`src/rtl/ver_tim_pkg.sv`:
```
// rtl/ver_tim_pkg.sv - shared PONG timing constants and line-count helpers
// Purpose: line/pixel totals, vertical blank/sync boundaries and counter width
//          shared by hor_tim, ver_tim and the video mixer.
// Ports:   none (package).
package ver_tim_pkg;

  localparam int CNT_W        = 9;
  localparam int H_TOTAL      = 455;
  localparam int V_TOTAL      = 262;
  localparam int V_BLANK_END  = 16;
  localparam int V_SYNC_START = 4;
  localparam int V_SYNC_END   = 8;

  typedef logic [CNT_W-1:0] cnt_t;

  // True when lo <= v < hi, evaluated in 32-bit signed space so any
  // parameter value compares cleanly against the 9-bit count.
  function automatic logic in_range(input cnt_t v, input int lo, input int hi);
    return (int'(v) >= lo) && (int'(v) < hi);
  endfunction

endpackage

```
`src/rtl/ver_tim_if.sv`:
```
// rtl/ver_tim_if.sv - vertical timer line-tick input and timing outputs
// Purpose: bundles hreset and the vertical timing outputs.
// Ports:   hreset (to timer), vcnt[8:0], v256, vreset, vblank, vsync,
//          frame_cnt[7:0] (only with VER_TIM_FRAME_CNT_EN).
// Modports: master = ver_tim side, slave = horizontal timer / consumers.
interface ver_tim_if;
  import ver_tim_pkg::*;

  logic hreset;
  cnt_t vcnt;
  logic v256;
  logic vreset;
  logic vblank;
  logic vsync;
`ifdef VER_TIM_FRAME_CNT_EN
  logic [7:0] frame_cnt;
`endif

  modport master (
    input  hreset,
    output vcnt, v256, vreset, vblank, vsync
`ifdef VER_TIM_FRAME_CNT_EN
    , output frame_cnt
`endif
  );

  modport slave (
    output hreset,
    input  vcnt, v256, vreset, vblank, vsync
`ifdef VER_TIM_FRAME_CNT_EN
    , input frame_cnt
`endif
  );

endinterface

```
`src/rtl/ver_tim_rise_det.sv`:
```
// rtl/ver_tim_rise_det.sv - one-flop rising-edge detector
// Purpose: emits a one-clk pulse on the rising edge of a level input.
// Ports:   clk, rst (sync, active-high), din (level), pulse (din & ~din_q).
module rise_det (
  input  logic clk,
  input  logic rst,
  input  logic din,
  output logic pulse
);

  logic din_q;
  logic din_d;

  always_comb begin
    din_d = din;
  end

  // During reset the flop loads the live input rather than 0: a level that is
  // already high when reset releases must not be mistaken for a fresh edge.
  // With the input low during reset this leaves the flop cleared.
  always_ff @(posedge clk) begin
    if (rst) begin
      din_q <= din;
    end else begin
      din_q <= din_d;
    end
  end

  assign pulse = din & ~din_q;

endmodule

```
`src/rtl/ver_tim.sv`:
```
// rtl/ver_tim.sv - vertical timing generator for the PONG video chain
// Purpose: counts scan lines on rising edges of hreset and produces vertical
//          reset, blank and sync plus the line count for playfield/score logic.
// Ports:   clk, reset (sync, active-high), bus (ver_tim_if.master):
//          hreset in; vcnt, v256, vreset, vblank, vsync out;
//          frame_cnt out only when VER_TIM_FRAME_CNT_EN is defined.
// Config:  VER_TIM_FRAME_CNT_EN adds an 8-bit wrapping frame counter.
module ver_tim
  import ver_tim_pkg::*;
#(
  parameter int VTOTAL      = V_TOTAL,
  parameter int VBLANK_END  = V_BLANK_END,
  parameter int VSYNC_START = V_SYNC_START,
  parameter int VSYNC_END   = V_SYNC_END
) (
  input logic       clk,
  input logic       reset,
  ver_tim_if.master bus
);

  logic tick;

  cnt_t vcnt_q, vcnt_d;
  logic vreset_q, vreset_d;
  logic vblank_q, vblank_d;
  logic vsync_q, vsync_d;
`ifdef VER_TIM_FRAME_CNT_EN
  logic [7:0] frame_cnt_q, frame_cnt_d;
`endif

  rise_det u_hreset_det (
    .clk   (clk),
    .rst   (reset),
    .din   (bus.hreset),
    .pulse (tick)
  );

  always_comb begin
    vcnt_d   = vcnt_q;
    vreset_d = 1'b0;
`ifdef VER_TIM_FRAME_CNT_EN
    frame_cnt_d = frame_cnt_q;
`endif
    if (tick) begin
      // >= rather than == so an out-of-range count recovers on the next line.
      if (int'(vcnt_q) >= VTOTAL - 1) begin
        vcnt_d   = '0;
        vreset_d = 1'b1;
`ifdef VER_TIM_FRAME_CNT_EN
        frame_cnt_d = frame_cnt_q + 8'd1;
`endif
      end else begin
        vcnt_d = vcnt_q + cnt_t'(1);
      end
    end
    // Decoding the next count keeps blank/sync aligned with vcnt.
    vblank_d = in_range(vcnt_d, 0, VBLANK_END);
    vsync_d  = in_range(vcnt_d, VSYNC_START, VSYNC_END);
  end

  always_ff @(posedge clk) begin
    if (reset) begin
      vcnt_q   <= '0;
      vreset_q <= 1'b0;
      vblank_q <= 1'b1;
      vsync_q  <= 1'b0;
`ifdef VER_TIM_FRAME_CNT_EN
      frame_cnt_q <= 8'd0;
`endif
    end else begin
      vcnt_q   <= vcnt_d;
      vreset_q <= vreset_d;
      vblank_q <= vblank_d;
      vsync_q  <= vsync_d;
`ifdef VER_TIM_FRAME_CNT_EN
      frame_cnt_q <= frame_cnt_d;
`endif
    end
  end

  assign bus.vcnt   = vcnt_q;
  assign bus.v256   = vcnt_q[CNT_W-1];
  assign bus.vreset = vreset_q;
  assign bus.vblank = vblank_q;
  assign bus.vsync  = vsync_q;
`ifdef VER_TIM_FRAME_CNT_EN
  assign bus.frame_cnt = frame_cnt_q;
`endif

endmodule
```
`src/flat_wrapper.sv`:
```
// flat-port wrapper written by rule: the top's interface ports become plain ports
module ver_tim_flat import ver_tim_pkg::*;
#(
  parameter int VTOTAL      = V_TOTAL,
  parameter int VBLANK_END  = V_BLANK_END,
  parameter int VSYNC_START = V_SYNC_START,
  parameter int VSYNC_END   = V_SYNC_END
)
  (clk, reset, bus_hreset, bus_vcnt, bus_v256, bus_vreset, bus_vblank, bus_vsync);
  ver_tim_if bus_i ();
  input logic clk;
  input logic reset;
  input wire logic [$bits(bus_i.hreset)-1:0] bus_hreset;
  output wire logic [$bits(bus_i.vcnt)-1:0] bus_vcnt;
  output wire logic [$bits(bus_i.v256)-1:0] bus_v256;
  output wire logic [$bits(bus_i.vreset)-1:0] bus_vreset;
  output wire logic [$bits(bus_i.vblank)-1:0] bus_vblank;
  output wire logic [$bits(bus_i.vsync)-1:0] bus_vsync;
  assign bus_i.hreset = bus_hreset;
  assign bus_vcnt = bus_i.vcnt;
  assign bus_v256 = bus_i.v256;
  assign bus_vreset = bus_i.vreset;
  assign bus_vblank = bus_i.vblank;
  assign bus_vsync = bus_i.vsync;
  ver_tim #(.VTOTAL(VTOTAL), .VBLANK_END(VBLANK_END), .VSYNC_START(VSYNC_START), .VSYNC_END(VSYNC_END)) u_core (.clk(clk), .reset(reset), .bus(bus_i));
endmodule
```
`config.mk`:
```
export PLATFORM = sky130hd
export DESIGN_NAME = ver_tim_flat
export DESIGN_NICKNAME = d
export VERILOG_FILES = /design/src/rtl/ver_tim_pkg.sv /design/src/rtl/ver_tim_if.sv /design/src/rtl/ver_tim_rise_det.sv /design/src/rtl/ver_tim.sv /design/src/flat_wrapper.sv
export SDC_FILE = /design/constraint.sdc
export NUM_CORES = 1
export LEC_CHECK = 0
export ABC_AREA = 1
export CORE_ASPECT_RATIO = 0.9
export CORE_UTILIZATION = 30
export CTS_CLUSTER_DIAMETER = 40
export DETAILED_ROUTE_END_ITERATION = 8
export SKIP_CTS_REPAIR_TIMING = 1
export SLEW_MARGIN = 15
export SYNTH_ARGS = -nofsm -noshare
export SYNTH_HDL_FRONTEND = slang
export SYNTH_SLANG_ARGS = --single-unit
```
`constraint.sdc`:
```
create_clock -name clk -period 1.5 [get_ports clk]
set_input_delay 0.225 -clock clk [delete_from_list [all_inputs] [get_ports clk]]
set_output_delay 0.225 -clock clk [all_outputs]
set_load 0.02 [all_outputs]
```
==> results.txt <==
The DRC violations left came out at 0. The first global-routing pass estimated 2440 um of wire. The die is 51.2 um wide. In the post-synthesis netlist, the biggest area contributors are sky130_fd_sc_hd__dfxtp_1, sky130_fd_sc_hd__nand2_1, sky130_fd_sc_hd__nor2_1, sky130_fd_sc_hd__inv_1, sky130_fd_sc_hd__ha_1. Of the total power, the share spent switching nets is 0.237. The detailed-routing iteration count for the pre-antenna-repair pass is 4. After routing the design area is 1040 um2.

The min-delay analysis places its worst path in the category input pin to register. After technology mapping, the gate count stands at 94. The fraction of final layout cells sized beyond drive strength 1 came out at 0.339.

The internal portion of the total power is 0.484 mW. The area of the core region is 1990 um2. The worst slack at placement is -206 ps. The synthesized design spends more area on one cell type than any other, namely sky130_fd_sc_hd__dfxtp_1. The initial antenna violation count came out at 0. The starting utilization of the core area is 0.329. The number of unique standard cell types used by synthesis is 21. The detailed placer's ending HPWL is 1180 um. The via count of the first global-routing pass came out at 570. The arrival time of data at the critical path endpoint came out at 1580 ps. The number of buffers created by CTS is 3.

The commonest non-fill, non-tap cell in the layout is sky130_fd_sc_hd__nand2_1. The critical-path maximum fanout is 4. The power dissipated by switching net loads came out at 0.151 mW. The total global routing track utilization came out at 0.144. The netlist area before placement is 654 um2.

The die covers 2370 um2. Leaving out fill and tap cells, the most frequent cells in the layout are sky130_fd_sc_hd__nand2_1, sky130_fd_sc_hd__nor2_1, sky130_fd_sc_hd__buf_4, sky130_fd_sc_hd__inv_1, sky130_fd_sc_hd__dlymetal6s2s_1. The clock sink count came out at 13. The cell sitting at the root of the clock tree is a sky130_fd_sc_hd__clkbuf_4.

The deepest level of the CTS H-tree came out at 1. By startpoint and endpoint, the worst setup path is classified as register to register. The number of DRC markers after the initial detailed-route iteration is 14.

The number of nets in the synthesized netlist is 99. The number of antenna diodes in the final layout is 0. In this run the tool buffered the top-level ports with 15 buffer cells. Once placement completed, the tool counted placed cells totaling 145. The number of hold violations in the final report came to 0. Global routing finished with a remaining overflow of 0.

The average footprint of a synthesized cell came out at 6.96 um2. The floorplan has 15 rows. The time the worst path needs with I/O delays and setup is 1430 ps.

The clock tree from TritonCTS is built. The highest clock frequency the design can meet is 700 MHz. The placer congestion estimate is 0.895. From synthesis to final layout, the design area changed by 59.7%. The total wire length came out at 1600 um. The wire length per cell after detailed routing came out at 10.7 um.

The number of vias after detailed routing is 669. The final non-filler cell total came out at 149. The proportion of power drawn by combinational gates came out at 0.104.

The peak ir drop on the vdd network is 0.000443 V. The max-capacitance violation count is 0. Setup violations remaining at the end of the flow were counted as 0. The worst slack on hold paths came out at 311 ps.

The register share of total power came out at 0.564. In the final design database the tool counted 130 nets. The relative contribution of the clock network to total power is 0.332.

The number of warnings printed during yosys synthesis is 0. The worst setup slack after layout is 72.4 ps. In the routed layout, each cell is associated on average with a via count of 4.49. The worst-case clock buffer depth is 2.

The share of synthesized area in the top cell type comes to 0.398. The worst setup path is captured at a register. For the pin with the worst max-slew slack, the measured transition is 238 ps. The power per standard cell area came out at 607 nW/um2. The later-pin clock latency in the skew report came out at 270 ps. The data required time of the worst path is 1660 ps. The total of flip-flops plus latches after synthesis came out at 13.

The number of nets still failing antenna checks after routing came out at 0. Measured along the y axis, the die boundary spans 46.3 um. The largest net degree at the start of global routing came out at 8.

The share of the Yosys chip area taken by registers is 0.398. The sort of element at the start of the critical path is a register. The post-place instance area is 921 um2. The number of pins with negative max-slew slack in the final report came out at 0.

The analysis attributes to cell leakage a power of 0.598 nW. The clock-pin slew reported for the worst setup and hold paths after clock tree synthesis is 80 ps. The maximum clock skew at final layout came out at 6.14 ps. The run finished with clean final reports.

The ratio of final minimum period to clock period is 0.952. The worst-case headroom to the max-slew limit is 0.841. During I/O placement, the number of pins put on the boundary was 16.
final cells by class:
class / instances / area, um2
timing repair buffer: 27 / 268
sequential: 13 / 270
tap: 25 / 31.3
clock buffer: 4 / 26.3
multi-input combinational: 65 / 392
fill: 193 / 945
inverter: 15 / 57.6
power groups by stage:
stage          clock, mW  sequential (mW)  combinational, mW
5_1_grt            0.238            0.359             0.0727
4_1_cts            0.223            0.357             0.0621
3_3_place_gp           0            0.365             0.0614
3_5_place_dp           0            0.365             0.0617
6_report           0.211            0.358             0.0658
2_1_floorplan          0            0.371             0.0214
sequential cells by signal, summed over array words and instances (netlist names):
name / flops
u_core.bus.vblank: 1
u_core.bus.vsync: 1
u_core.bus.vreset: 1
u_core.bus.vcnt: 9
u_core.u_hreset_det.din_q: 1
worst max-delay path: stages (launching register included):
cell and delay (ps):
sky130_fd_sc_hd__dfxtp_4 390, sky130_fd_sc_hd__ha_4 140, sky130_fd_sc_hd__buf_4 100, sky130_fd_sc_hd__nand4_1 100
sky130_fd_sc_hd__o21bai_1 230, sky130_fd_sc_hd__nand2_2 90, sky130_fd_sc_hd__nand2_2 60, sky130_fd_sc_hd__nor2_2 50
sky130_fd_sc_hd__nand2_2 80, sky130_fd_sc_hd__nand3_1 80
logic make-up (layout without fill, tap and decap cells):
| kind of cell | after synthesis | in the layout | share of synthesized area |
|---|---|---|---|
| compound gates | 6 | 6 | 0.0554 |
| flops | 13 | 13 | 0.398 |
| xor+xnor | 1 | 1 | 0.0134 |
| buf+inv | 16 | 46 | 0.0994 |
| simple gates | 56 | 56 | 0.396 |
| fa+ha+maj | 2 | 2 | 0.0382 |
cell usage after synthesis (all sizes together):
cell type	count
inv	14
nand4	4
o21ai	3
clkinv	1
a21oi	2
nand2	26
nand3	6
o21bai	1
nor2	19
xnor2	1
buf	1
ha	2
nor3	1
dfxtp	13
routing by layer:
layer  part of all wire  track usage  vias up
met5                  0            0        -
met4                  0       0.0162        0
met3              0.054       0.0759        0
met2               0.46        0.221       12
met1               0.48        0.185      305
li1                   -            -      352
worst paths after layout:
path                                                    start                                 to  slack, ps  cells past startpoint
worst max register to register  u_core.bus.vcnt[0]$_SDFF_PP0_       u_core.bus.vblank$_SDFF_PP1_         70                      9
worst min-delay path                               bus_hreset  u_core.u_hreset_det.din_q$_DFF_P_        310                      2
worst max-delay path            u_core.bus.vcnt[0]$_SDFF_PP0_       u_core.bus.vblank$_SDFF_PP1_         70                      9
worst min register to register  u_core.bus.vcnt[0]$_SDFF_PP0_      u_core.bus.vcnt[0]$_SDFF_PP0_        540                      2
metrics by stage:
step                power (mW)  utilization  setup TNS [ps]
floorplan                0.393            -               0
global placement         0.427        0.463           -1130
detailed placement       0.427        0.463           -1280
CTS                      0.643        0.476            -547
global route             0.670        0.525           -5.78
finish                   0.634        0.525               0
Power figures use the tool's default switching activity.
